<file path="config.mk">
export PLATFORM = sky130hd
export DESIGN_NAME = double_to_sig16b_seq
export DESIGN_NICKNAME = d
export VERILOG_FILES = /design/src/rtl/double_to_sig16b_seq.sv
export SDC_FILE = /design/constraint.sdc
export NUM_CORES = 1
export LEC_CHECK = 0
export BUFFER_PORTS_ARGS = -buffer_cell sky130_fd_sc_hd__buf_2
export CORE_AREA = 3 3 148 150
export DETAILED_ROUTE_END_ITERATION = 8
export DIE_AREA = 0 0 151 153
export RECOVER_POWER = 50
export SETUP_SLACK_MARGIN = 0.5
export SLEW_MARGIN = 5
export SYNTH_ARGS = -nofsm -noshare
export SYNTH_HDL_FRONTEND = slang
export SYNTH_SLANG_ARGS = --single-unit
</file>
<file path="constraint.sdc">
create_clock -name clk_operation -period 3.1 [get_ports clk_operation]
set_clock_uncertainty 0.15 [all_clocks]
set_input_delay 0.155 -clock clk_operation [delete_from_list [all_inputs] [get_ports clk_operation]]
set_output_delay 0.155 -clock clk_operation [all_outputs]
set_load 0.05 [all_outputs]
</file>
<file path="src/rtl/double_to_sig16b_seq.sv">
// Multi-cycle IEEE-754 double to 16-bit signed sample converter with
// round-to-nearest-even (or truncation), saturation, and NaN flagging.
module double_to_sig16b_seq #(
  parameter int unsigned ROUND_MODE = 1,
  parameter logic [15:0] NAN_VALUE  = 16'h0000
) (
  input  logic        clk_operation,
  input  logic        rst,
  input  logic        enable,
  input  logic [63:0] double,
  output logic [15:0] sig16b,
  output logic        ready,
  output logic        busy,
  output logic        ovf,
  output logic        inv
);

  typedef enum logic [2:0] {IDLE, UNPACK, SHIFT, ROUND, DONE} state_t;

  state_t      state_q, state_d;
  logic        enable_q;
  logic [63:0] in_q;
  logic [52:0] mant_q, mant_d;
  logic        guard_q, guard_d;
  logic        sticky_q, sticky_d;
  logic [5:0]  cnt_q, cnt_d;
  logic [15:0] sig_q, sig_d;
  logic        ovf_q, ovf_d;
  logic        inv_q, inv_d;

  logic        start;
  logic        sign;
  logic [10:0] exp_f;
  logic [51:0] frac;
  logic [15:0] sat_val;
  logic [10:0] shift_n;
  logic        round_up;
  logic [16:0] mag;
  logic [15:0] neg_mag;

  assign start    = enable & ~enable_q;
  assign sign     = in_q[63];
  assign exp_f    = in_q[62:52];
  assign frac     = in_q[51:0];
  assign sat_val  = sign ? 16'h8000 : 16'h7FFF;
  // Shift count N = 52 - (E - 1023); only evaluated for 1022 <= E <= 1037.
  assign shift_n  = 11'd1075 - exp_f;
  assign round_up = (ROUND_MODE != 0) && guard_q && (sticky_q || mant_q[0]);
  assign mag      = {1'b0, mant_q[15:0]} + {16'd0, round_up} + {mant_q[16], 16'd0};
  assign neg_mag  = ~mag[15:0] + 16'd1;

  always_comb begin
    state_d  = state_q;
    mant_d   = mant_q;
    guard_d  = guard_q;
    sticky_d = sticky_q;
    cnt_d    = cnt_q;
    sig_d    = sig_q;
    ovf_d    = ovf_q;
    inv_d    = inv_q;
    case (state_q)
      IDLE: begin
        if (start) state_d = UNPACK;
      end
      UNPACK: begin
        state_d = DONE;
        ovf_d   = 1'b0;
        inv_d   = 1'b0;
        if (exp_f == 11'h7FF) begin
          if (frac != 52'd0) begin
            sig_d = NAN_VALUE;
            inv_d = 1'b1;
          end else begin
            sig_d = sat_val;
            ovf_d = 1'b1;
          end
        end else if (exp_f < 11'd1022) begin
          sig_d = 16'h0000;
        end else if (exp_f >= 11'd1038) begin
          // -32768.0 is the one e>=15 value that is exactly representable.
          sig_d = sat_val;
          ovf_d = !(sign && exp_f == 11'd1038 && frac == 52'd0);
        end else begin
          mant_d   = {1'b1, frac};
          cnt_d    = shift_n[5:0];
          guard_d  = 1'b0;
          sticky_d = 1'b0;
          state_d  = SHIFT;
        end
      end
      SHIFT: begin
        mant_d   = mant_q >> 1;
        guard_d  = mant_q[0];
        sticky_d = sticky_q | guard_q;
        cnt_d    = cnt_q - 6'd1;
        if (cnt_q == 6'd1) state_d = ROUND;
      end
      ROUND: begin
        state_d = DONE;
        inv_d   = 1'b0;
        if (!sign && mag > 17'd32767) begin
          sig_d = 16'h7FFF;
          ovf_d = 1'b1;
        end else if (sign && mag > 17'd32768) begin
          sig_d = 16'h8000;
          ovf_d = 1'b1;
        end else begin
          sig_d = sign ? neg_mag : mag[15:0];
          ovf_d = 1'b0;
        end
      end
      DONE:    state_d = IDLE;
      default: state_d = IDLE;
    endcase
  end

  always_ff @(posedge clk_operation) begin
    if (rst) begin
      state_q  <= IDLE;
      enable_q <= 1'b0;
      in_q     <= 64'd0;
      mant_q   <= 53'd0;
      guard_q  <= 1'b0;
      sticky_q <= 1'b0;
      cnt_q    <= 6'd0;
      sig_q    <= 16'h0000;
      ovf_q    <= 1'b0;
      inv_q    <= 1'b0;
    end else begin
      state_q  <= state_d;
      enable_q <= enable;
      if (state_q == IDLE && start) in_q <= double;
      mant_q   <= mant_d;
      guard_q  <= guard_d;
      sticky_q <= sticky_d;
      cnt_q    <= cnt_d;
      sig_q    <= sig_d;
      ovf_q    <= ovf_d;
      inv_q    <= inv_d;
    end
  end

  assign sig16b = sig_q;
  assign ovf    = ovf_q;
  assign inv    = inv_q;
  assign ready  = (state_q == DONE);
  assign busy   = (state_q != IDLE);

endmodule

</file>
==> results.json, run 1 <==
{
  "hold_path_end": "sig16b[10]",
  "cp.arrival_ps": 3020,
  "first_pass_iters": 6,
  "die_h_um": 153,
  "reg2reg_to": "sig16b[0]",
  "hpwl_um": 12700,
  "final_net_count": 1091,
  "syn_area_um2": 7240,
  "clkLatencyLatePin_ps": 420,
  "diodes": 0,
  "numCtsBuffers": 17,
  "critPathKind": "flop to flop",
  "slowest_stage": "a221o_1",
  "grt_pass1_wl_um": 32000,
  "io_pins": 87,
  "ys_async_sr_fraction_pct": 0,
  "die_w_um": 151,
  "mostFrequentLayoutCells": "154 x nand2_1, 142 x dfxtp_1, 80 x a21oi_1, 78 x nor2_1, 67 x buf_2",
  "cts_max_path_buffers": 2,
  "crit_path_max_incr_delay_ps": 360,
  "placementRows": 53,
  "cp_data_required_time_ps": 3260,
  "cp_cell_sequence": "o21a_1 > ha_4 > ha_4 > inv_4 > ha_4 > nor4b_4 > a31oi_4 > nor4_4 > a221o_1 > nor3b_4 > buf_6 > a221o_1",
  "gp_congestion": 0.872,
  "clock.fmax_mhz": 350,
  "antenna_found_initial": 0,
  "status": "finished clean",
  "rsz0062_at_grt": "true",
  "r2r_cells": 12,
  "yosys_warnings": 0,
  "slew_headroom_pct": 9.91,
  "startpoint_type": "flop",
  "peakVddDrop_mv": 0.331,
  "path_common_cell": "ha_4",
  "ys.flop_type": "dfxtp_1",
  "drive_gt1_share_pct": 21.0,
  "reg2reg_from": "mant_q[0]",
  "ys_ff_latch": 147,
  "die_area_um2": 23100,
  "drv_slew": 0,
  "synthToLayoutAreaGrowth_pct": 34.5,
  "power_density_nw_per_um2": 470,
  "crit_path_end_kind": "flop",
  "routedLengthMet1_um": 9310,
  "wl_per_cell_um": 15.1,
  "postRouteWirelength_um": 19600,
  "drc": 0,
  "leakage_uw": 0.00368,
  "min_path_cells": 2,
  "seqPwrFrac_pct": 44.2,
  "min-delay-start": "sig16b[10]",
  "clkPwrFrac_pct": 45.4,
  "coreArea_um2": 20800,
  "dr_wl_met3_um": 720,
  "grt.overflow.total": 0,
  "comb_power_share_pct": 10.5,
  "setup_viol": 0,
  "routed-via-count": 6676,
  "antenna_left": 0,
  "synth_top_area_share_pct": 40.6,
  "ys_types": 72,
  "tns_ps": 0,
  "grt.total_usage_pct": 16.9,
  "grt_max_degree": 118,
  "synth_area_leaders": "dfxtp_1 41%, nand2_1 8.2%, mux2i_1 7.5%",
  "grt_pass1_vias": 6211,
  "hold_viol_final": 0,
  "reg2reg_setup_slack_ps": 240,
  "top_layer_used": "met4",
  "cap_violations": 0,
  "switching_power_uw": 1240,
  "wl_met2_um": 9330,
  "fin_crit_ps": 2860,
  "root_buffer": "clkbuf_16",
  "syn_inst": 862,
  "synth_fp_nets": 938,
  "ctsHtreeMaxLevel": 4,
  "via_per_inst": 5.12,
  "seq_area_frac_synth_pct": 40.6,
  "cp_max_fo": 8,
  "hold_path_class": "flop to flop",
  "cts_tree": "done",
  "fin_crit_sh_pct": 92.2,
  "avgSynthCellArea_um2": 8.40,
  "p_int_uw": 3340,
  "numPortBuffers": 86,
  "drt_iter0_drc": 471,
  "cts.sinks": 147,
  "clkTransAtPathRegs_ps": 60,
  "switching_share_pct": 27.1,
  "total_power_uw": 4580,
  "tightest_slew_ps": 1350,
  "initial_core_util_pct": 34.8,
  "layout_commonest_cell": "nand2_1",
  "yosysTopAreaCell": "dfxtp_1",
  "synth-edff-count": 0
}
## sequential cells by signal, summed over array words and instances (netlist names)
| register | flops |
|---|---|
| mant_q | 53 |
| state_q | 3 |
| ovf | 1 |
| sticky_q | 1 |
| guard_q | 1 |
| in_q | 64 |
| sig16b | 16 |
| enable_q | 1 |
| cnt_q | 6 |
| inv | 1 |
## layout make-up
class,count,area (µm²)
Fill cell,2010,11100
Clock buffer,18,439
Multi-Input combinational cell,636,4290
Clock inverter,14,160
Tap cell,275,344
Sequential cell,147,2950
Inverter,8,32.5
Timing Repair Buffer,205,1540
## synthesized netlist by cell type, types with 4 or more instances
master,number
nand2_1,158
dfxtp_1,147
a21oi_1,83
nor2_1,78
a211oi_1,63
mux2i_1,54
clkbuf_1,45
xnor2_1,22
nor4_1,17
buf_2,15
a31oi_1,14
xor2_1,13
a221o_1,10
nor3_1,10
ha_1,9
inv_1,7
nand3_1,7
nand4_1,7
o21ai_0,7
buf_4,6
nor2b_1,6
and3_1,5
nand3b_1,5
or4_1,5
o41ai_1,4
## cells by family (layout without fill, tap and decap cells)
kind of cell	count (synthesis)	after routing	synth area share, %
compound gates	211	211	19.8
xor+xnor	35	35	4.23
fa+ha+maj	9	9	1.55
buf+inv	79	245	4.89
flops	147	147	40.6
mux	55	55	7.62
simple gates	326	326	21.3
## power groups by stage
stage / clock [µW] / sequential, µW / combinational (µW)
after detailed placement: 0 / 2070 / 392
after CTS: 2130 / 2020 / 472
after global placement: 0 / 2060 / 389
after global routing: 2210 / 2040 / 532
after floorplan: 0 / 2060 / 254
final: 2080 / 2020 / 480
## what timing repair did
item | 4_1_cts | 5_1_grt
resized for setup | 27 | 32
cloned | 2 | 1
endpoints found under the setup margin | 44 | 64
setup buffers | 11 | 6
hold buffers | 66 | 0
endpoints found under the hold margin | 67 | 0
pin swaps | 21 | 28
## worst max-delay path, delay by kind of cell (launching register included)
family	cells	cell delay [ps]
flip-flops	1	320
AND/OR/NAND/NOR	3	350
AO/OA/AOI/OAI	4	1090
adder cells (fa/ha/maj)	3	620
buffers and inverters	2	210
## how the worst max path moves through the flow
| stage | slack [ps] | endpoint | from |
|---|---|---|---|
| 3_5_place_dp | 130 | sig16b[13] | mant_q[0] |
| 2_1_floorplan | 190 | sig16b[0] | mant_q[0] |
| 3_3_place_gp | 180 | sig16b[14] | mant_q[0] |
| 6_report | 240 | sig16b[0] | mant_q[0] |
| 4_1_cts | 250 | sig16b[11] | sticky_q |
| 5_1_grt | 150 | in_q[40] | state_q[1] |
## layer usage
metal | global-route usage [%] | vias up
met1 | 23.3 | 3147
li1 | - | 3391
met2 | 26.6 | 121
met3 | 3.68 | 17
met5 | 0 | -
met4 | 4.49 | 0
## metrics by stage
| step | hold slack (ps) | setup slack [ps] | util, % | cells | area [µm²] |
|---|---|---|---|---|---|
| 2_1_floorplan | 133 | 188 | - | 862 | 7290 |
| 3_3_place_gp | 246 | 183 | 38.6 | 1185 | 8050 |
| 3_5_place_dp | 250 | 133 | 38.6 | 1185 | 8050 |
| 4_1_cts | 315 | 245 | 46.0 | 1296 | 9580 |
| 5_1_grt | 327 | 145 | 46.8 | 1303 | 9750 |
| 6_report | 315 | 241 | 46.8 | 1303 | 9750 |
(Power assumes the default switching activity.)
==> inputs of run 2 (changes only) <==
--- a/config.mk
+++ b/config.mk
@@ -10,7 +10,6 @@
 export DETAILED_ROUTE_END_ITERATION = 8
 export DIE_AREA = 0 0 151 153
 export RECOVER_POWER = 50
-export SETUP_SLACK_MARGIN = 0.5
 export SLEW_MARGIN = 5
 export SYNTH_ARGS = -nofsm -noshare
 export SYNTH_HDL_FRONTEND = slang
==> results.json, run 2 (synthesis results as in run 1) <==
{
  "crit_buf_inv": 2,
  "use_met1_pct": 23.5,
  "crit_path_max_incr_delay_ps": 530,
  "clkLatencyLatePin_ps": 420,
  "grt.total_usage_pct": 16.5,
  "min_path_cells": 2,
  "regMostFlops": "in_q",
  "routed-via-count": 6505,
  "r2r_cells": 11,
  "hold_slack_ps": 314,
  "grt_pass1_wl_um": 31300,
  "initial_core_util_pct": 34.8,
  "grt_max_degree": 70,
  "critPathKind": "flop to flop",
  "leakage_uw": 0.00346,
  "hold_viol_final": 0,
  "cp_data_required_time_ps": 3260,
  "die_h_um": 153,
  "rsz0062_at_grt": "false",
  "grt.overflow.total": 0,
  "power_density_nw_per_um2": 479,
  "hold_path_class": "flop to flop",
  "slew_headroom_pct": 18.4,
  "grtUsageMet3_pct": 3.50,
  "clkTransAtPathRegs_ps": 70,
  "clock.fmax_mhz": 339,
  "utilization_pct": 44.7,
  "numCtsBuffers": 17,
  "cp.arrival_ps": 3120,
  "hpwl_um": 12600,
  "drt_iter0_drc": 469,
  "diodes": 0,
  "first_pass_iters": 5,
  "slowest_stage": "or4_1",
  "cts_setup_buffers": 0,
  "io_pins": 87,
  "numPortBuffers": 86,
  "fin_crit_sh_pct": 95.2,
  "cap_violations": 0,
  "largest_register_ffs": 64,
  "status": "finished clean",
  "cts_max_path_buffers": 2,
  "wl_per_cell_um": 14.6,
  "setup_viol": 0,
  "die_area_um2": 23100,
  "drive_gt1_share_pct": 16.2,
  "cp_num_cells": 11,
  "final_net_count": 1071,
  "cp_cell_sequence": "o21a_1 > ha_1 > ha_4 > inv_1 > or4_1 > nor4_2 > o2111ai_1 > o21ai_2 > buf_4 > nor2b_1 > o41ai_1",
  "antenna_found_initial": 0,
  "placementRows": 53,
  "drv_slew": 0,
  "multi_input_area_um2": 4060,
  "antenna_left": 0,
  "via_per_inst": 5.07,
  "regArea_um2": 2940,
  "layout_commonest_cell": "nand2_1",
  "drc": 0,
  "grt_pass1_vias": 6213,
  "fin_crit_ps": 2950,
  "tightest_slew_ps": 1220,
  "die_w_um": 151,
  "grtUsageMet2_pct": 25.6,
  "crit_path_end_kind": "flop",
  "postRouteWirelength_um": 18800,
  "startpoint_type": "flop",
  "crit_family": "compound AO/OA/AOI/OAI gates",
  "peakVddDrop_mv": 0.319,
  "cts.sinks": 147,
  "gp_congestion": 0.902,
  "cp_max_fo": 9,
  "root_buffer": "clkbuf_16",
  "n_fill_cell": 2125,
  "tns_ps": 0,
  "cts_tree": "done",
  "mostFrequentLayoutCells": "155 x nand2_1, 147 x dfxtp_1, 83 x a21oi_1, 78 x nor2_1, 66 x dlygate4sd3_1",
  "grt-busiest-layer": "met2",
  "coreArea_um2": 20800,
  "synthToLayoutAreaGrowth_pct": 28.4,
  "ctsHtreeMaxLevel": 4
}
-- run 2: changes by cell type in the layout (fill, tap and decap cells not counted), sizes merged --
cell      before  now
bufinv         1    0
buf          116   96
bufbuf         1    0
clkinv         6    4
clkbuf        40   42
inv           14   12
clkinvlp       1    5
-- run 2: final timing paths --
path | from | end | slack, ps
hold / removal | sig16b[4] | sig16b[4] | 310
hold reg to reg | sig16b[4] | sig16b[4] | 310
setup / recovery | sticky_q | ovf | 150
setup reg to reg | sticky_q | ovf | 150
-- run 2: layout make-up --
type                    instances  area share (%)
multi-input cells             636            43.6
flip-flops and latches        147            31.6
repair buffers                185            14.6
clock buffers                  19            4.87
well taps                     275            3.70
clock inverters                13            1.29
inverters                       8           0.323
-- run 2: power by group --
group | internal [µW] | switching [µW] | leakage, µW
Combinational | 201 | 250 | 0.00200
Sequential | 1960 | 63.5 | 0.00119
Clock | 1090 | 887 | 0.000265
-- run 2: repair_timing --
item                                   in CTS  in global routing
cloned                                      0                  0
hold buffers                               66                  0
setup endpoints to repair                   8                 17
endpoints found under the hold margin      66                  0
resized for setup                           1                 12
pin swaps                                   0                  2
-- run 2: worst register-to-register path, stage by stage, from the launching register on --
cell and delay, ps:
dfxtp_1 310, o21a_1 200, ha_1 210, ha_4 280, inv_1 70, or4_1 530
nor4_2 230, o2111ai_1 190, o21ai_2 170, buf_4 180, nor2b_1 60, o41ai_1 280
-- run 2: layer usage --
| layer | vias up | wire, µm |
|---|---|---|
| li1 | 3349 | - |
| met1 | 3049 | 9380 |
| met2 | 99 | 8600 |
| met3 | 8 | 666 |
| met4 | 0 | 146 |
| met5 | - | 0 |
-- run 2: through the flow --
step	total power [µW]	cells	setup slack [ps]	area, µm²
2_1_floorplan	2310	862	67.8	7240
3_3_place_gp	2450	1185	6.34	8030
3_5_place_dp	2460	1185	-28.1	8030
4_1_cts	4510	1283	31.0	9270
5_1_grt	4650	1283	0.709	9300
6_report	4450	1283	149	9300
==> inputs of run 3 (changes only) <==
--- a/config.mk
+++ b/config.mk
@@ -6,11 +6,12 @@
 export NUM_CORES = 1
 export LEC_CHECK = 0
 export BUFFER_PORTS_ARGS = -buffer_cell sky130_fd_sc_hd__buf_2
-export CORE_AREA = 3 3 148 150
+export CORE_AREA = 2 2 120 122
 export DETAILED_ROUTE_END_ITERATION = 8
-export DIE_AREA = 0 0 151 153
+export DIE_AREA = 0 0 122 124
+export PLACE_DENSITY = 0.76
 export RECOVER_POWER = 50
-export SLEW_MARGIN = 5
+export SLEW_MARGIN = 25
 export SYNTH_ARGS = -nofsm -noshare
 export SYNTH_HDL_FRONTEND = slang
 export SYNTH_SLANG_ARGS = --single-unit
==> results.json, run 3 (synthesis results as in run 1) <==
{
  "preCtsSetupSlack_ps": 90.8,
  "status": "finished clean",
  "critPathKind": "flop to flop",
  "regMostFlops": "in_q",
  "crit_buf_inv": 2,
  "regArea_um2": 2940,
  "min_path_cells": 2,
  "io_pins": 87,
  "cts.sinks": 147,
  "reg2reg_from": "sticky_q",
  "initial_core_util_pct": 52.8,
  "fin_crit_sh_pct": 96.1,
  "multi_input_area_um2": 4020,
  "via_per_inst": 5.73,
  "crit_path_end_kind": "flop",
  "clock.fmax_mhz": 336,
  "hpwl_um": 11800,
  "routed-via-count": 6830,
  "drc": 0,
  "first_pass_iters": 5,
  "numCtsBuffers": 17,
  "crit_path_max_incr_delay_ps": 350,
  "min-delay-start": "sig16b[12]",
  "gp_congestion": 0.923,
  "path_common_cell": "ha_2",
  "grt_pass1_vias": 6441,
  "largest_register_ffs": 64,
  "cp.arrival_ps": 3150,
  "cts_max_path_buffers": 2,
  "worst_slack_ps": 121,
  "grt_pass1_wl_um": 31200,
  "hold_path_class": "flop to flop",
  "setup_viol": 0,
  "placementRows": 43,
  "die_w_um": 122,
  "slew_headroom_pct": 43.2,
  "peakVddDrop_mv": 0.348,
  "coreArea_um2": 13700,
  "layout_commonest_cell": "nand2_1",
  "die_area_um2": 15100,
  "cp_cell_sequence": "o21a_1 > ha_1 > ha_2 > inv_1 > ha_2 > nor4b_2 > a31oi_1 > nor4_2 > a221o_1 > buf_4 > nor2b_1 > o41ai_1",
  "drive_gt1_share_pct": 15.8,
  "wl_per_cell_um": 15.8,
  "grt.total_usage_pct": 25.8,
  "hold_viol_final": 0,
  "hold_path_end": "sig16b[12]",
  "root_buffer": "clkbuf_16",
  "rsz0062_at_grt": "false",
  "final_net_count": 1076,
  "r2r_cells": 12,
  "leakage_uw": 0.00350,
  "antenna_left": 0,
  "die_h_um": 124,
  "tns_ps": 0,
  "power_density_nw_per_um2": 505,
  "grt_max_degree": 125,
  "fin_crit_ps": 2980,
  "cp_data_required_time_ps": 3270,
  "n_fill_cell": 1085,
  "slowest_stage": "ha_2",
  "reg2reg_to": "ovf",
  "postRouteWirelength_um": 18900,
  "clkTransAtPathRegs_ps": 60,
  "grt.overflow.total": 0,
  "cp_max_fo": 9,
  "startpoint_type": "flop",
  "synthToLayoutAreaGrowth_pct": 28.1,
  "mostFrequentLayoutCells": "157 x nand2_1, 147 x dfxtp_1, 83 x a21oi_1, 78 x nor2_1, 72 x dlygate4sd3_1",
  "clkLatencyLatePin_ps": 420,
  "tightest_slew_ps": 853,
  "crit_family": "compound AO/OA/AOI/OAI gates",
  "reg2reg_setup_slack_ps": 120,
  "antenna_found_initial": 0,
  "place_inst": 1088,
  "diodes": 0,
  "cts_tree": "done",
  "cap_violations": 0,
  "hold_slack_ps": 320,
  "numPortBuffers": 86,
  "drt_iter0_drc": 428,
  "instances_no_fill": 1193,
  "ctsHtreeMaxLevel": 4,
  "drv_slew": 0
}
## run 3: changes by cell type in the layout (fill, tap and decap cells not counted), moves of 2 or more
cell / before / now
bufinv_16: 0 / 4
clkbuf_2: 2 / 0
clkbuf_8: 2 / 0
clkinv_2: 0 / 2
dlygate4sd3_1: 66 / 72
nand2_1: 155 / 157
nand2_2: 2 / 0
o41ai_1: 2 / 4
o41ai_2: 2 / 0
## run 3: final cells by class
cell class                 instances  share of cell area, %
tap                              180                   2.43
clock buffer                      17                   4.59
multi-input combinational        636                   43.3
inverter                           8                  0.324
clock inverter                    15                   2.23
sequential                       147                   31.7
timing repair buffer             190                   15.4
## run 3: timing repair
action / 4_1_cts / 5_1_grt
setup buffers: 0 / 1
resized for setup: 0 / 9
hold buffers: 72 / 0
setup endpoints to repair: 0 / 17
hold endpoints to repair: 75 / 0
## run 3: how the worst max path moves through the flow
stage	start	end	slack, ps	cells past startpoint
after CTS	sticky_q	sig16b[13]	80	10
after global placement	sticky_q	sig16b[13]	190	10
final	sticky_q	ovf	120	12
after detailed placement	sticky_q	sig16b[13]	90	10
after floorplan	mant_q[0]	sig16b[0]	70	12
after global routing	sticky_q	ovf	20	11
## run 3: worst min-delay path: stages, from the launching register on
cell      delay (ps)
dfxtp_1          310
nand2_1           50
a211oi_1          60
## run 3: through the flow
step	power, µW	utilization [%]	cell area (µm²)
3_5_place_dp	2450	57.6	7900
2_1_floorplan	2310	-	7240
5_1_grt	4850	67.6	9280
6_report	4680	67.6	9280
4_1_cts	4690	67.4	9250
3_3_place_gp	2440	57.6	7900
## run 3: routing by layer
| metal | global-route usage, % | part of all wire (%) |
|---|---|---|
| met1 | 32.8 | 44 |
| met2 | 43.2 | 49 |
| met3 | 5.04 | 5.1 |
| met4 | 10.3 | 2.1 |
| met5 | 0 | 0 |
## run 3: report_power, final
| group | total, µW | internal, µW | switching, µW |
|---|---|---|---|
| clock network | 2190 | 1350 | 838 |
| logic | 464 | 207 | 257 |
| registers | 2030 | 1960 | 65.3 |
